File: config.mk
export PLATFORM = sky130hd
export DESIGN_NAME = fifo_sync_buf
export DESIGN_NICKNAME = d
export VERILOG_FILES = /design/src/rtl/fifo_pkg.sv /design/src/rtl/fifo_sync_ptr.sv /design/src/rtl/fifo_sync_buf.sv
export SDC_FILE = /design/constraint.sdc
export NUM_CORES = 1
export LEC_CHECK = 0
export CORE_MARGIN = 10
export CORE_UTILIZATION = 35
export DETAILED_ROUTE_END_ITERATION = 6
export PLACE_DENSITY = 0.52
export SETUP_SLACK_MARGIN = 0.2
export SYNTH_ARGS = -nofsm -noshare
export SYNTH_HDL_FRONTEND = slang
export SYNTH_SLANG_ARGS = --single-unit
File: constraint.sdc
create_clock -name clk -period 5 [get_ports clk]
set_input_delay 0.5 -clock clk [delete_from_list [all_inputs] [get_ports clk]]
set_output_delay 0.5 -clock clk [all_outputs]
set_load 0.005 [all_outputs]
File: src/rtl/fifo_pkg.sv
// Shared helpers for the synchronous FIFO: pointer/level widths and the wrapping pointer increment.
package fifo_pkg;

  function automatic int ptr_w(input int depth);
    return $clog2(depth);
  endfunction

  function automatic int lvl_w(input int depth);
    return $clog2(depth + 1);
  endfunction

  // Wraps at depth-1 so non-power-of-two depths are handled without modulo hardware.
  function automatic int unsigned ptr_inc(input int unsigned ptr, input int unsigned depth);
    return (ptr == depth - 1) ? 0 : ptr + 1;
  endfunction

endpackage

File: src/rtl/fifo_sync_ptr.sv
// Wrapping FIFO pointer register; clr takes priority over inc.
module fifo_sync_ptr
  import fifo_pkg::*;
#(
  parameter int DEPTH = 16
) (
  input  logic                     clk,
  input  logic                     n_reset,
  input  logic                     clr,
  input  logic                     inc,
  output logic [$clog2(DEPTH)-1:0] ptr
);

  localparam int PTR_W = ptr_w(DEPTH);

  logic [PTR_W-1:0] ptr_reg;
  logic [PTR_W-1:0] ptr_next;

  always_comb begin
    ptr_next = ptr_reg;
    if (clr) begin
      ptr_next = '0;
    end else if (inc) begin
      ptr_next = PTR_W'(ptr_inc(32'(ptr_reg), DEPTH));
    end
  end

  always_ff @(posedge clk) begin
    if (!n_reset) begin
      ptr_reg <= '0;
    end else begin
      ptr_reg <= ptr_next;
    end
  end

  assign ptr = ptr_reg;

endmodule

File: src/rtl/fifo_sync_buf.sv
// Synchronous FIFO with show-ahead output, level count, almost flags and registered error pulses.
module fifo_sync_buf
  import fifo_pkg::*;
#(
  parameter int DATA_W = 8,
  parameter int DEPTH  = 16,
  parameter int AF_LVL = DEPTH - 2,
  parameter int AE_LVL = 2
) (
  input  logic                       clk,
  input  logic                       n_reset,
  input  logic                       flush,
  input  logic                       wrreq,
  input  logic [DATA_W-1:0]          d,
  input  logic                       rdack,
  output logic [DATA_W-1:0]          q,
  output logic                       empty,
  output logic                       full,
  output logic                       almost_empty,
  output logic                       almost_full,
  output logic [$clog2(DEPTH+1)-1:0] level,
  output logic                       underrun,
  output logic                       overrun,
  output logic                       err
);

  localparam int PTR_W = ptr_w(DEPTH);
  localparam int LVL_W = lvl_w(DEPTH);

  if (DEPTH < 2 || AF_LVL > DEPTH || AE_LVL >= DEPTH) begin : g_bad_param
    $error("fifo_sync_buf: illegal DEPTH/AF_LVL/AE_LVL combination");
  end

  logic [DATA_W-1:0] mem [DEPTH];
  logic [PTR_W-1:0]  head;
  logic [PTR_W-1:0]  tail;
  logic [LVL_W-1:0]  level_reg;
  logic [LVL_W-1:0]  level_next;
  logic              underrun_reg;
  logic              overrun_reg;
  logic              err_reg;
  logic              rd_ok;
  logic              wr_ok;
  logic              rd_bad;
  logic              wr_bad;

  // A push into a full FIFO is legal only when the same-cycle pop frees a slot.
  assign rd_ok      = rdack & ~empty & ~flush;
  assign wr_ok      = wrreq & (~full | rd_ok) & ~flush;
  assign rd_bad     = rdack & empty;
  assign wr_bad     = wrreq & ~wr_ok;
  assign level_next = level_reg + LVL_W'(wr_ok) - LVL_W'(rd_ok);

  fifo_sync_ptr #(.DEPTH(DEPTH)) u_head (
    .clk     (clk),
    .n_reset (n_reset),
    .clr     (flush),
    .inc     (wr_ok),
    .ptr     (head)
  );

  fifo_sync_ptr #(.DEPTH(DEPTH)) u_tail (
    .clk     (clk),
    .n_reset (n_reset),
    .clr     (flush),
    .inc     (rd_ok),
    .ptr     (tail)
  );

  always_ff @(posedge clk) begin
    if (wr_ok) begin
      mem[head] <= d;
    end
  end

  always_ff @(posedge clk) begin
    if (!n_reset || flush) begin
      level_reg    <= '0;
      underrun_reg <= 1'b0;
      overrun_reg  <= 1'b0;
      err_reg      <= 1'b0;
    end else begin
      level_reg    <= level_next;
      underrun_reg <= rd_bad;
      overrun_reg  <= wr_bad;
      err_reg      <= err_reg | rd_bad | wr_bad;
    end
  end

  assign q            = mem[tail];
  assign level        = level_reg;
  assign empty        = (level_reg == '0);
  assign full         = (level_reg == LVL_W'(DEPTH));
  assign almost_empty = (int'(level_reg) <= AE_LVL);
  assign almost_full  = (int'(level_reg) >= AF_LVL);
  assign underrun     = underrun_reg;
  assign overrun      = overrun_reg;
  assign err          = err_reg;

endmodule
; After elaboration in Yosys (flattened, before gate mapping)
; Memory sizes are Yosys's and may differ from the RTL's. A register that Yosys moved wholly into a read port is not among the register bits.
; Cells that the tools add are included.
[op_classes]
n_mux = 6
add_sub_neg = 4
eq_ne = 3
n_reduce_logical = 4
bitwise_logic = 14
order_cmp = 2
[op_table]
columns = operator, n
row1 = $mux 4, 4
row2 = $add 4x1->4 const B, 2
row3 = $eq 4x4->1 const B, 2
row4 = $and 1x1->1, 6
row5 = $add 5x1->5, 1
row6 = $eq 5x5->1 const B, 1
row7 = $ge 5x4->1 const B, 1
row8 = $le 5x2->1 const B, 1
row9 = $logic_not 5->1, 1
row10 = $not 1->1, 5
row11 = $sub 5x1->5, 1
row12 = $or 1x1->1, 3
row13 = $mux 1, 2
row14 = $reduce_or 2->1, 1
row15 = $logic_not 1->1, 1
row16 = $logic_or 1x1->1, 1
[totals]
ff_bits = 16
in_bits = 13
ram_bits = 128
out_inout_bits = 20
wordCells = 40
n_memories = 1
[memory_table]
columns = name, depth, word_bits, rd, rd_clocked_by_memory_dff, wr, line_no
row1 = mem, 16, 8, 1, 1, 1, fifo_sync_buf.sv:34  ; logic [DATA_W-1:0] mem [DEPTH];

; Depth between registers and ports, before layout
; Gate-level depths: netlist (run 1).
[logic_depth]
depth_word = 10
ltp_mapped = 15
mapped_depth_nobuf = 14

; Cells and area by module
; From an unflattened synthesis (run 1), not the netlist that was laid out.
[unflattened]
hier_cells = 325
area_unflattened_um2 = 5885.6
[modules_own_cells]
columns = mod, cells_per_inst, n_inst, seq_area_each_um2, area_per_inst_um2
row1 = fifo_sync_buf, 285, 1, 4003.8, 5525.3
row2 = fifo_sync_ptr, 20, 2, 80.1, 180.2

; Worst setup path after synthesis (run 1)
; Ideal clock, no wire load.
[synth_path]
path_kind = register -> register
startpoint = register level_reg[2], in the netlist level[2]
endpoint = register level_reg[4], in the netlist level[4]
setup_time_ns = 0.070
synth_period_minus_slack_ns = 2.719
n_path_buf = 1
required_ns = 4.930
arrival_ns = 2.649
setup_slack_ns = 2.281
stages_incl_launch_ff = 16
path_cell_list = dfxtp_1 -> inv_1 -> ha_1 -> nand4bb_1 -> nor2_2 -> nor2b_4 -> inv_2 -> buf_4 -> ha_1 -> inv_1 -> ha_1 -> fa_1 -> nand2b_1 -> a21oi_1 -> or3_1 -> a21oi_1
[synth_via]
elab_chain_len = 9
elab_cells_between_ends = 11
cone_classes = add/sub (2) / eq/ne (1) / bitwise (7) / reduce/logical (1)
[synth_rtl]
columns = item, line_no
row1 = start: declaration, fifo_sync_buf.sv:37  ; logic [LVL_W-1:0] level_reg;
row2 = start signal: assignment, fifo_sync_buf.sv:83  ; level_reg <= level_next;
row3 = $logic_not 5->1, fifo_sync_buf.sv:92  ; assign empty = (level_reg == '0);
row4 = $not 1->1, fifo_sync_buf.sv:48  ; assign rd_ok = rdack & ~empty & ~flush;
row5 = $and 1x1->1 (2 in series), fifo_sync_buf.sv:48
row6 = $or 1x1->1, fifo_sync_buf.sv:49  ; assign wr_ok = wrreq & (~full | rd_ok) & ~flush;
row7 = $and 1x1->1 (2 in series), fifo_sync_buf.sv:49
row8 = $add 5x1->5, fifo_sync_buf.sv:52  ; assign level_next = level_reg + LVL_W'(wr_ok) - LVL_W'(rd_ok);
row9 = $sub 5x1->5 *, fifo_sync_buf.sv:52
; Every way passes the cells marked *; elsewhere a longest branch is shown, timed or not.
; A chain may end at the register's enable or synchronous reset.

==> results of run 1 <==
==> final cells by class <==
class	instances	share of cell area [%]
inverter	14	0.724
tap	225	3.88
sequential	148	58.5
multi-input combinational	153	23.0
clock buffer	18	5.91
clock inverter	14	2.85
timing repair buffer	39	5.14
==> power groups by stage <==
| stage | registers [mW] | logic [mW] | clock network, mW |
|---|---|---|---|
| CTS | 1.36 | 0.142 | 1.39 |
| global placement | 1.39 | 0.139 | 0 |
| floorplan | 1.38 | 0.0729 | 0 |
| finish | 1.36 | 0.139 | 1.36 |
| detailed placement | 1.39 | 0.142 | 0 |
| global route | 1.36 | 0.156 | 1.44 |
==> cells by family after synthesis <==
family,Yosys count
AND/OR/NAND/NOR,66
adder cells (fa/ha/maj),16
multiplexers,34
flip-flops,148
XOR/XNOR,2
buffers and inverters,29
AO/OA/AOI/OAI,35
==> path summary, 6_finish.rpt <==
check,startpoint,endpoint,cells after the start
setup / recovery,flip-flop,q[3],5
hold reg to reg,err,err,2
setup reg to reg,level[2],level[4],12
hold / removal,err,err,2
==> critical path, stage by stage, from the launching register on <==
cell,delay [ns]
dfxtp_2,0.80
buf_4,0.37
mux4_1,0.58
a22oi_1,0.25
nand2_1,0.08
clkdlybuf4s50_1,0.46
==> routing by layer <==
| metal | global-route usage, % | up-vias |
|---|---|---|
| met2 | 18.1 | 64 |
| met4 | 4.53 | 0 |
| met3 | 4.19 | 15 |
| met5 | 0 | - |
| met1 | 14.2 | 1564 |
| li1 | - | 1412 |
==> cells in the final DEF (no fill, tap or decap), types with 13 or more instances in the layout <==
cell             synthesis  routed
a22oi_1                 16      16
clkbuf_16                0      17
clkdlybuf4s50_1          0      32
dfxtp_1                 20      19
edfxtp_1               128     128
ha_1                    15      15
inv_1                   13      13
mux4_1                  16      16
mux4_2                  16      16
nand2_1                 19      19
==> through the flow <==
stage / power, mW / setup slack [ns] / std cells / util (%)
after CTS: 2.89 / 1.42 / 611 / 42.4
after detailed placement: 1.53 / 1.78 / 579 / 38.7
after global routing: 2.95 / 1.29 / 611 / 42.4
final: 2.86 / 1.53 / 611 / 42.4
after floorplan: 1.46 / 2.28 / 330 / -
after global placement: 1.53 / 1.88 / 579 / 38.7
==> summary.txt, run 1 <==
Place
  • Placed inst area: 0.00662 mm^2
  • Buffers on Ports: 32
  • Post-DP HPWL: 8030 um
  • Gp weighted congestion: 0.766

Route
  • Pre-antenna DRT Iters: 4
  • Post-route DRC: 0
  • Detailed-route via count: 3055
  • DR top layer: met4
  • ANT nets after route: 0
  • WL met2: 5970 um
  • Met1 Wirelength: 5660 um
  • Routed WL per cell: 20.3 um
  • Met3 WL post-DR: 582 um
  • Mean number of vias per cell: 5.00
  • Total Wirelength: 12400 um
  • 1st-iter DRT viols: 179

Logic synthesis
  • Asr flop ratio synth: 0%
  • Syn avg cell area: 18.4 um^2
  • EDFF count, synth: 128
  • Multiplexer area fraction after synthesis: 13.2%
  • Top-count cell post-synth: edfxtp_1
  • Seq/Total Area, Yosys: 70.1%
  • Top cell type by total area after synthesis: edfxtp_1
  • Complex-gate fraction of the synthesized area: 4.01%
  • Cell variety after synth: 46
  • Mapped Nets: 359
  • Synth cell count leaders: 128 x edfxtp_1, 20 x dfxtp_1, 19 x nand2_1
  • Ys flop type: edfxtp_1
  • Post-Syn Area: 0.00606 mm^2
  • Synth Instances: 330
  • Synth Area in XOR/XNOR: 0.289%
  • Ranking of synthesized cells by area: edfxtp_1 63%, mux4_1 6.9%, dfxtp_1 6.6%
  • Synth top area share: 63.5%
  • Largest family of logic cells by synthesized area: multiplexers
  • Yosys warns: 0
  • Synth Area in Simple Gates: 6.18%
  • Synth Area in Adders: 3.43%
  • Synth Register Bits: 148

Clock tree
  • Clock Tree Root: clkbuf_16
  • CTS Hold Bufs: 0
  • CTS tree: built
  • Worst skew pair latency: 0.42 ns
  • Clock slew at reported path FFs: 0.06 ns
  • Post_cts resized: 0
  • Post-CTS Setup Inserts: 0
  • CTS Sinks: 148
  • H-tree depth: 4
  • CTS Buffer Depth: 2
  • CTS buffer count: 17

Hold path
  • Class of the most critical hold timing path: flip-flop to flip-flop

Die
  • Core area: 0.0171 mm^2
  • Boundary pin count: 33
  • Cell Rows: 48
  • Starting Density: 35.4%
  • Die width: 152 um
  • Die Y: 152 um
  • Area of the die: 0.0230 mm^2

Global routing
  • Initial antenna violation count: 0
  • Gr usage total: 11.5%
  • Largest net degree at the start of global routing: 33
  • Grt ovf: 0
  • First-pass GRT wire length: 19300 um
  • Vias in the first global route: 3312

Outcome
  • Status: completed

Timing
  • RSZ-0062 raised after global routing: false
  • Minimum clock period after layout: 3.47 ns
  • Skew final: 0.00666 ns
  • Slew Viols, Final: 0
  • Post-route clock period utilization: 69.5%
  • Peak Freq: 0.288 GHz
  • Worst hold slack: 0.504 ns
  • Endpoints failing hold: 0
  • Setup TNS: 0 ns
  • Worst-margin pin slew: 0.938 ns
  • Count of final setup violators: 0
  • Slew margin rel.: 37.2%

Finish
  • Share of cells above drive strength 1: 15.8%
  • Design area: 0.00726 mm^2
  • Max reg flops: 128
  • Area of the multi-input gates: 0.00167 mm^2
  • Diode count: 0
  • NumNets Final: 402
  • Seq. cell area: 0.00425 mm^2
  • Area grow syn2layout: 19.8%
  • FILL cells: 1527

Worst setup path
  • CP arrival: 2.97 ns
  • Worst reg2reg setup slack: 2.08 ns
  • Crit path max fanout: 21
  • Setup crit start kind: flip-flop
  • Worst setup EP type: output port
  • Critical path class: flip-flop to output port
  • Crit path required time: 4.50 ns

Power
  • Leakage: 2.43 nW
  • Power density cells: 394 mW/mm^2
  • Combinational power share: 4.9%
  • Sw Share: 19.5%
  • Net Sw Power: 0.558 mW
  • P_int: 2.30 mW
  • Max IR drop VDD: 0.226 mV
  • Clock power frac: 47.6%
  • Seq pwr share: 47.5%

Job
  • Maximum capacitance violations: 0
(Power assumes the default switching activity.)
==> run 2: changes to the inputs <==
--- a/config.mk
+++ b/config.mk
@@ -8,7 +8,7 @@
 export CORE_MARGIN = 10
 export CORE_UTILIZATION = 35
 export DETAILED_ROUTE_END_ITERATION = 6
-export PLACE_DENSITY = 0.52
+export PLACE_DENSITY = 0.54
 export SETUP_SLACK_MARGIN = 0.2
 export SYNTH_ARGS = -nofsm -noshare
 export SYNTH_HDL_FRONTEND = slang
==> constraint.sdc (replaced) <==
create_clock -name clk -period 2.8 [get_ports clk]
set_input_delay 0.28 -clock clk [delete_from_list [all_inputs] [get_ports clk]]
set_output_delay 0.28 -clock clk [all_outputs]
set_load 0.005 [all_outputs]
==> summary.txt, run 2 (synthesized netlist as in run 1, its figures left out) <==
Finish
  • Diode count: 0 (unchanged)
  • Most frequent cells in the layout: 128 x edfxtp_1, 27 x clkdlybuf4s50_1, 23 x mux4_2, 23 x buf_4
  • Area grow syn2layout: 24.8%
  • Max reg flops: 128 (unchanged)
  • Design area: 0.00756 mm^2 (+4.2%)
  • Share of cells above drive strength 1: 26.9% (+11 points)
  • Most common cell after layout, fill and taps aside: edfxtp_1
  • NumNets Final: 425 (+5.7%)

Global routing
  • Vias in the first global route: 3427 (+3.5%)
  • Largest net degree at the start of global routing: 33 (unchanged)
  • First-pass GRT wire length: 20200 um (+4.6%)
  • Grt ovf: 0 (unchanged)
  • Initial antenna violation count: 0 (unchanged)
  • Gr usage total: 12.1% (+0.57 points)

Worst setup path
  • Worst reg2reg setup slack: 0.34 ns (-1.74 ns)
  • Critical path class: flip-flop to output port
  • Worst setup EP type: output port
  • Setup crit start kind: flip-flop
  • Crit path max fanout: 5 (-76%)
  • CP arrival: 2.32 ns (-0.65 ns)
  • Crit path required time: 2.52 ns (-1.98 ns)

Place
  • Gp weighted congestion: 0.762 (-0.54%)
  • Placed inst area: 0.00673 mm^2 (+1.6%)
  • Placement Setup Slack: 0.115 ns (-1.66 ns)
  • Post-DP HPWL: 7830 um (-2.5%)
  • Buffers on Ports: 32 (unchanged)

Route
  • ANT nets after route: 0 (unchanged)
  • Pre-antenna DRT Iters: 4 (unchanged)
  • Total Wirelength: 13100 um (+5.5%)
  • Detailed-route via count: 3192 (+4.5%)
  • Routed WL per cell: 20.7 um (+1.7%)
  • Mean number of vias per cell: 5.03 (+0.69%)
  • 1st-iter DRT viols: 270 (+51%)
  • Post-route DRC: 0 (unchanged)

Clock tree
  • CTS Sinks: 148 (unchanged)
  • CTS Hold Bufs: 0 (unchanged)
  • CTS buffer count: 17 (unchanged)
  • H-tree depth: 4 (unchanged)
  • Clock slew at reported path FFs: 0.06 ns (about the same)
  • CTS Buffer Depth: 2 (unchanged)
  • Clock Tree Root: clkbuf_16
  • CTS tree: built
  • Worst skew pair latency: 0.42 ns (about the same)

Timing
  • Worst setup margin: 0.202 ns (-1.33 ns)
  • Worst hold slack: 0.492 ns (-0.0120 ns)
  • Slew Viols, Final: 0 (unchanged)
  • Setup TNS: 0 ns (unchanged)
  • Post-route clock period utilization: 92.8%
  • Skew final: 0.0114 ns (+0.00475 ns)
  • Peak Freq: 0.385 GHz
  • RSZ-0062 raised after global routing: true
  • Worst-margin pin slew: 0.703 ns (-0.235 ns)
  • Count of final setup violators: 0 (unchanged)
  • Minimum clock period after layout: 2.60 ns
  • Endpoints failing hold: 0 (unchanged)
  • Slew margin rel.: 53.0% (+16 points)

Power
  • Leakage: 2.57 nW (+5.9%)
  • Max IR drop VDD: 0.425 mV (+88%)
  • Total power: 4.95 mW (+73%)
  • Power density cells: 654 mW/mm^2 (+66%)

Hold path
  • Class of the most critical hold timing path: input pin to flip-flop

Die
  • Starting Density: 35.4% (unchanged)
  • Core area: 0.0171 mm^2 (unchanged)
  • Boundary pin count: 33 (unchanged)
  • Die width: 152 um (unchanged)
  • Die Y: 152 um (unchanged)
  • Area of the die: 0.0230 mm^2 (unchanged)
  • Cell Rows: 48 (unchanged)

Outcome
  • Status: completed

Job
  • Maximum capacitance violations: 0 (unchanged)
==> run 2: cell types whose count changed in the layout (fill, tap and decap cells not counted), moves of 5 or more <==
cell	delta
buf_4	+16
a22oi_1	-12
a22oi_2	+12
mux4_1	-7
mux4_2	+7
buf_12	+5
clkdlybuf4s50_1	-5
==> run 2: timing repair <==
| action | CTS | global route |
|---|---|---|
| gates cloned | 1 | 1 |
| buffers inserted | 7 | 4 |
| endpoints found under the setup margin | 8 | 9 |
| gates resized for setup | 16 | 20 |
| endpoints found under the hold margin | 0 | 0 |
| pin swaps | 2 | 5 |
==> run 2: area by class of cell <==
type                            count  area, um^2
Clock buffer                       19         433
Clock inverter                     13         140
Tap cell                          225         282
Sequential cell                   148        4250
Timing Repair Buffer               62         647
Multi-Input combinational cell    153        1750
Fill cell                        1503        9560
Inverter                           14        55.1
==> run 2: final timing paths <==
kind                            cells past startpoint       end       from
worst min-delay path                                2   overrun    n_reset
worst max-delay path                                6      q[3]  flip-flop
worst min register to register                      2       err        err
worst max register to register                     14  level[4]   level[3]
==> run 2: per-stage QoR <==
| step | std cells | util (%) |
|---|---|---|
| after floorplan | 330 | - |
| after global placement | 589 | 39.3 |
| after detailed placement | 589 | 39.3 |
| after CTS | 629 | 43.5 |
| after global routing | 634 | 44.2 |
| final | 634 | 44.2 |
==> run 2: routing by layer <==
metal / GRT usage, % / wire [um]
met1: 15.2 / 5810
met2: 19.3 / 6440
met3: 4.10 / 735
met4: 3.96 / 121
met5: 0 / 0
==> run 2: worst max-delay path, cell delays in order, from the launching register on <==
cell             delay (ns)
dfxtp_4                0.37
buf_12                 0.12
buf_12                 0.12
mux4_2                 0.50
a22oi_2                0.25
nand2_1                0.08
clkdlybuf4s50_1        0.46
==> run 2: where the power goes <==
group / total (mW) / internal (mW) / switching, mW
logic: 0.311 / 0.169 / 0.141
registers: 2.43 / 2.41 / 0.0161
clock network: 2.21 / 1.38 / 0.827
==> run 3: changes to the inputs <==
--- a/config.mk
+++ b/config.mk
@@ -5,6 +5,7 @@
 export SDC_FILE = /design/constraint.sdc
 export NUM_CORES = 1
 export LEC_CHECK = 0
+export CAP_MARGIN = 20
 export CORE_MARGIN = 10
 export CORE_UTILIZATION = 35
 export DETAILED_ROUTE_END_ITERATION = 6
==> results of run 3 <==
No change in the layout: final DEF, timing and power equal those of run 2.
